$ cat src/rtl/mux8_bus_arbiter.sv
// mux8_bus_arbiter
// Round-robin owner selection for a shared 8:1 one-bit-per-lane bus mux.
// Grants are one-hot and registered, together with the binary mux select.
// An owner keeps the bus until it pulses done, drops its request, or runs
// into the optional hold limit. Every release is followed by one idle cycle
// before the next owner is granted. Requests from other requesters are not
// looked at while a grant is active, so there is no preemption.

module mux8_bus_arbiter #(
   parameter int unsigned MAX_HOLD = 16   // 0 = unlimited, otherwise 1..255
) (
   input  logic       clk,
   input  logic       rst,
   input  logic [7:0] req,
   input  logic       done,
   output logic [7:0] gnt,
   output logic [2:0] sel,
   output logic       busy
);

   typedef enum logic [0:0] {
      ST_IDLE  = 1'b0,
      ST_GRANT = 1'b1
   } state_t;

   // Hold limit as an 8-bit compare value. A zero limit disables the check,
   // and the counter then just saturates.
   localparam logic [7:0] HOLD_LIM = 8'(MAX_HOLD);
   localparam bit         HOLD_EN  = (MAX_HOLD != 32'd0);

   // Round-robin scan: return {found, index} of the first set request bit,
   // starting at position p and wrapping modulo 8.
   function automatic logic [3:0] rr_pick(input logic [7:0] r, input logic [2:0] p);
      logic [2:0] idx;
      logic       found;
      logic [2:0] win;
      found = 1'b0;
      win   = 3'd0;
      for (int i = 0; i < 8; i++) begin
         idx = p + 3'(i);
         if (!found && r[idx]) begin
            found = 1'b1;
            win   = idx;
         end
      end
      return {found, win};
   endfunction

   state_t     state_r,  state_nxt;
   logic [2:0] ptr_r,    ptr_nxt;
   logic [7:0] cnt_r,    cnt_nxt;
   logic [7:0] gnt_r,    gnt_nxt;
   logic [2:0] sel_r,    sel_nxt;
   logic       busy_r,   busy_nxt;

   logic       found_s;
   logic [2:0] win_s;
   logic       limit_s;
   logic       release_s;

   // Winner search and release-condition decode.
   always_comb begin
      found_s   = 1'b0;
      win_s     = 3'd0;
      limit_s   = 1'b0;
      release_s = 1'b0;
      {found_s, win_s} = rr_pick(req, ptr_r);
      if (HOLD_EN) begin
         limit_s = (cnt_r == HOLD_LIM);
      end else begin
         limit_s = 1'b0;
      end
      release_s = done || !req[sel_r] || limit_s;
   end

   // State register plus all registered outputs, with synchronous reset.
   always_ff @(posedge clk) begin
      if (rst) begin
         state_r <= ST_IDLE;
         ptr_r   <= 3'd0;
         cnt_r   <= 8'd0;
         gnt_r   <= 8'd0;
         sel_r   <= 3'd0;
         busy_r  <= 1'b0;
      end else begin
         state_r <= state_nxt;
         ptr_r   <= ptr_nxt;
         cnt_r   <= cnt_nxt;
         gnt_r   <= gnt_nxt;
         sel_r   <= sel_nxt;
         busy_r  <= busy_nxt;
      end
   end

   // Next-state decision: grant on any request, drop back on any release.
   always_comb begin
      state_nxt = state_r;
      case (state_r)
         ST_IDLE: begin
            if (found_s) begin
               state_nxt = ST_GRANT;
            end else begin
               state_nxt = ST_IDLE;
            end
         end
         ST_GRANT: begin
            if (release_s) begin
               state_nxt = ST_IDLE;
            end else begin
               state_nxt = ST_GRANT;
            end
         end
         default: state_nxt = ST_IDLE;
      endcase
   end

   // Next values for grant, select, busy, pointer and hold counter.
   // sel is only rewritten together with a new grant, so it never moves
   // while the bus is owned.
   always_comb begin
      gnt_nxt  = gnt_r;
      sel_nxt  = sel_r;
      busy_nxt = busy_r;
      ptr_nxt  = ptr_r;
      cnt_nxt  = cnt_r;
      case (state_r)
         ST_IDLE: begin
            if (found_s) begin
               gnt_nxt  = 8'd1 << win_s;
               sel_nxt  = win_s;
               busy_nxt = 1'b1;
               ptr_nxt  = win_s + 3'd1;
               cnt_nxt  = 8'd1;
            end else begin
               gnt_nxt  = 8'd0;
               busy_nxt = 1'b0;
               cnt_nxt  = 8'd0;
            end
         end
         ST_GRANT: begin
            if (release_s) begin
               gnt_nxt  = 8'd0;
               busy_nxt = 1'b0;
               cnt_nxt  = 8'd0;
            end else if (cnt_r != 8'hFF) begin
               cnt_nxt  = cnt_r + 8'd1;
            end else begin
               cnt_nxt  = cnt_r;
            end
         end
         default: begin
            gnt_nxt  = 8'd0;
            busy_nxt = 1'b0;
            cnt_nxt  = 8'd0;
         end
      endcase
   end

   assign gnt  = gnt_r;
   assign sel  = sel_r;
   assign busy = busy_r;

endmodule

$ cat config.mk
export PLATFORM = sky130hd
export DESIGN_NAME = mux8_bus_arbiter
export DESIGN_NICKNAME = d
export VERILOG_FILES = /design/src/rtl/mux8_bus_arbiter.sv
export SDC_FILE = /design/constraint.sdc
export NUM_CORES = 1
export LEC_CHECK = 0
export BUFFER_PORTS_ARGS = -buffer_cell sky130_fd_sc_hd__buf_2
export CORE_ASPECT_RATIO = 0.5
export CORE_UTILIZATION = 35
export CTS_BUF_LIST = sky130_fd_sc_hd__clkbuf_16
export DETAILED_ROUTE_END_ITERATION = 12
export HOLD_SLACK_MARGIN = 0.12
export PLACE_DENSITY = 0.54
export SLEW_MARGIN = 10
export SYNTH_ARGS = -nofsm -noshare
export SYNTH_HDL_FRONTEND = slang
export SYNTH_SLANG_ARGS = --single-unit
$ cat constraint.sdc
create_clock -name clk -period 6.8 [get_ports clk]
set_input_delay 1.02 -clock clk [delete_from_list [all_inputs] [get_ports clk]]
set_output_delay 1.02 -clock clk [all_outputs]
set_load 0.05 [all_outputs]
==> reports/results.md <==
| Metric | This run | Unit |
|:---|:---|:---|
| Largest incremental delay on the critical path | 0.86 | ns |
| Top cell type by total area after synthesis | dfxtp_1 | - |
| Final setup fails | 0 | - |
| Placement Rows | 19 | - |
| Via density per instance | 5.84 | - |
| Number of flip-flops and latches in the synthesized netlist | 24 | - |
| Quantity of gates resized following cts | 0 | - |
| Remaining Overflow, GRT | 0 | - |
| Critical path origin | ptr_r[1] | - |
| Run status | complete, no violations | - |
| Power density over the cells | 491 | nW/um^2 |
| CTS Buffer Depth | 2 | - |
| Max FO, Critical Path | 19 | - |
| Sink of the worst hold path | busy | - |
| Pre-Repair DR Iteration Count | 4 | - |
| Count leader, synth | dfxtp_1 | - |
| Final routed wire length divided by cell count | 16.5 | um |
| CP top delay family | compound AO/OA/AOI/OAI gates | - |
| Detailed placer's ending HPWL | 3800 | um |
| Total cell area at the placement stage | 2240 | um^2 |
| Cell depth of the worst min-delay path | 2 | - |
| Initial antenna violation count | 0 | - |
| Ordered cell list for the critical path | inv_1 > ha_1 > mux4_2 > nand2_1 > a32o_1 > a41oi_1 > nand2_1 > a21oi_1 > a32o_1 | - |
| Clock insertion delay at the later pin of the skew report | 0.26 | ns |
| VDD IR max | 132 | uV |
| Endpoint kind of the worst setup timing path | flip-flop | - |
| CORE AREA | 5630 | um^2 |
| Critical R2R Launch | ptr_r[1] | - |
| Buffer cell driving the clock tree root | clkbuf_16 | - |
| # DRC | 0 | - |
| Final-layout fill cell count | 552 | - |
| Number of buffers added by the clock tree synthesis step | 3 | - |
| Reg-to-reg slack, setup | 2.34 | ns |
| Final total negative setup slack | 0 | ns |
| Top-area cell type share of the netlist area | 22.9 | % |
| Total Power | 1.14 | mW |
| Detail Route Antenna Nets | 0 | - |
| GPL Wtd Cong | 0.892 | - |
| Vertical die dimension | 56.8 | um |
| Ports | 23 | - |
| Largest net degree at the start of global routing | 20 | - |
| Initial detailed-routing violation count | 74 | - |
| Clock Sinks | 24 | - |
| Part of the Yosys area used for sequential elements | 22.9 | % |
| Syn avg cell area | 9.69 | um^2 |
| Ys Warns | 0 | - |
| Minimum clock period after layout | 4.46 | ns |
| # hold bufs at CTS | 0 | - |
| Final standard cell area without fillers | 2320 | um^2 |
| Max cap viols | 0 | - |
| Synth Cell Area | 2100 | um^2 |
| Startpoint class of the critical path | flip-flop | - |
| Reg clk slew, reported paths | 0.06 | ns |
| Beginning of the worst hold path | busy | - |
| Number of pins exceeding their max-slew limit in the final report | 0 | - |
| Endpoint of the worst-slack reg-to-reg timing path | gnt[4] | - |
| Worst clock skew | 0.00598 | ns |
| Biggest area contributors in the synthesized netlist | dfxtp_1, mux4_2, mux2i_1 | - |
| Hold crit path type | reg2reg | - |
| Global-route wire length before repair | 8370 | um |
| Final clock period utilization by the worst path | 65.6 | % |
| Number of distinct library cells after synthesis | 50 | - |
| Final antenna diode count | 0 | - |
| Number of buffer and inverter stages on the critical path | 1 | - |
| GR Util All Layers | 16.6 | % |
| Total count of hold-check failures in the final report | 0 | - |
| Slew HR | 35.0 | % |
| Worst slack on hold paths | 0.461 | ns |
| Share of post-route cells with drive strength above 1 | 26.4 | % |
| Horiz. Die Dim | 112 | um |
| Area Growth Syn to Fin | 10.3 | % |
| Number of levels in the clock H-tree | 1 | - |
| Number of synthesized flops with an enable pin | 0 | - |
| Class of the most critical setup path | reg2reg | - |
| Starting density of the core | 37.3 | % |
| Setup bufs post-CTS | 0 | - |
| Slew at the pin closest to its max-slew limit | 0.962 | ns |
| F_max | 224 | MHz |
| Most frequently used flop master after synthesis | dfxtp_1 | - |
| Most numerous cell types in the synthesized netlist | dfxtp_1, nor2_1, nand2_1 | - |
| Leakage Power | 0.850 | nW |
| Nets in the synthesized netlist | 235 | - |
| CP required | 7.00 | ns |
| Count of input and output buffers | 22 | - |
| Number of global-route vias before repair | 1681 | - |
| Cell count of the worst reg-to-reg path | 9 | - |
| CTS tree | yes | - |
| Post-Synthesis Cells | 217 | - |
| Total vias in the final route | 1774 | - |
| Routed Wire Length | 5010 | um |
| Final net count | 251 | - |
| Crit path arrival time | 4.66 | ns |
| Fraction of registers with async set or reset after synthesis | 0 | % |
| Cell with the biggest individual delay on the critical path | ha_1 | - |
| RSZ-0062 raised after global routing | false | - |
| Area of the die | 6340 | um^2 |
-- cell usage in the layout, fill, tap and decap left out, types with 5 or more instances in the layout --
cell and instances:
a21oi_1 8, a32o_1 5, buf_2 22, dfxtp_1 24, ha_1 7, inv_1 10
mux2_2 9, mux2i_1 12, mux4_2 16, nand2_1 19, nand3_1 8, nor2_1 22
nor2b_1 10, nor3_1 6
-- cell families (layout without fill, tap and decap cells) --
| kind of cell | Yosys count | count (layout) | share of synthesized area (%) |
|---|---|---|---|
| flops | 24 | 24 | 22.9 |
| simple gates | 78 | 78 | 17.9 |
| fa+ha+maj | 7 | 7 | 4.17 |
| xor+xnor | 5 | 5 | 2.44 |
| mux | 40 | 40 | 29.9 |
| buf+inv | 22 | 36 | 5.00 |
| compound gates | 41 | 41 | 17.7 |
-- worst max-delay path by stage --
stage                    end  slack (ns)  depth (start not counted)
finish                gnt[4]        2.34                          9
global route          gnt[0]        2.03                          9
CTS                   gnt[0]        2.39                          9
detailed placement    gnt[0]        2.40                          9
global placement      gnt[4]        2.50                          9
floorplan           ptr_r[2]        3.44                         15
-- flip-flops by register name, summed over array words and instances, names as in the netlist --
signal and cells:
cnt_r 8, gnt 8, ptr_r 3, sel 3, busy 1, state_r 1
-- worst reg2reg max path: cells and delay by family, from the launching register on --
kind | cells | cell delay, ns
and+or+nand+nor | 2 | 0.50
muxes | 1 | 0.44
buffers and inverters | 1 | 0.25
AOI/OAI and AO/OA | 4 | 1.62
adders and majority gates | 1 | 0.86
DFF | 1 | 0.73
-- metrics by stage --
stage,instances,setup WS (ns),utilization (%)
5_1_grt,304,2.03,41.2
2_1_floorplan,217,3.44,-
3_5_place_dp,301,2.40,39.8
3_3_place_gp,301,2.50,39.8
6_report,304,2.34,41.2
4_1_cts,304,2.39,41.2
-- cell type report --
type                       instances  area [um^2]  share of cell area, %
timing repair buffer              23          118                   5.07
tap                               73         91.3                   3.94
clock buffer                       3         75.1                   3.24
sequential                        24          480                   20.7
multi-input combinational        171         1520                   65.4
inverter                          10         37.5                   1.62
-- per-layer routing --
layer / share of wire [%] / GRT usage, % / vias up / wire length, um
met5: 0 / 0 / - / 0
met1: 46 / 22.2 / 850 / 2300
li1: - / - / 855 / -
met2: 45 / 27.7 / 62 / 2270
met3: 7.4 / 2.70 / 7 / 370
met4: 1.4 / 5.21 / 0 / 70
-- power by group --
group	switching, mW	total, mW	internal [mW]
combinational	0.476	0.802	0.326
clock	0.0476	0.125	0.0777
sequential	0.0394	0.212	0.172
No activity file was read; power rests on OpenSTA's default activity.
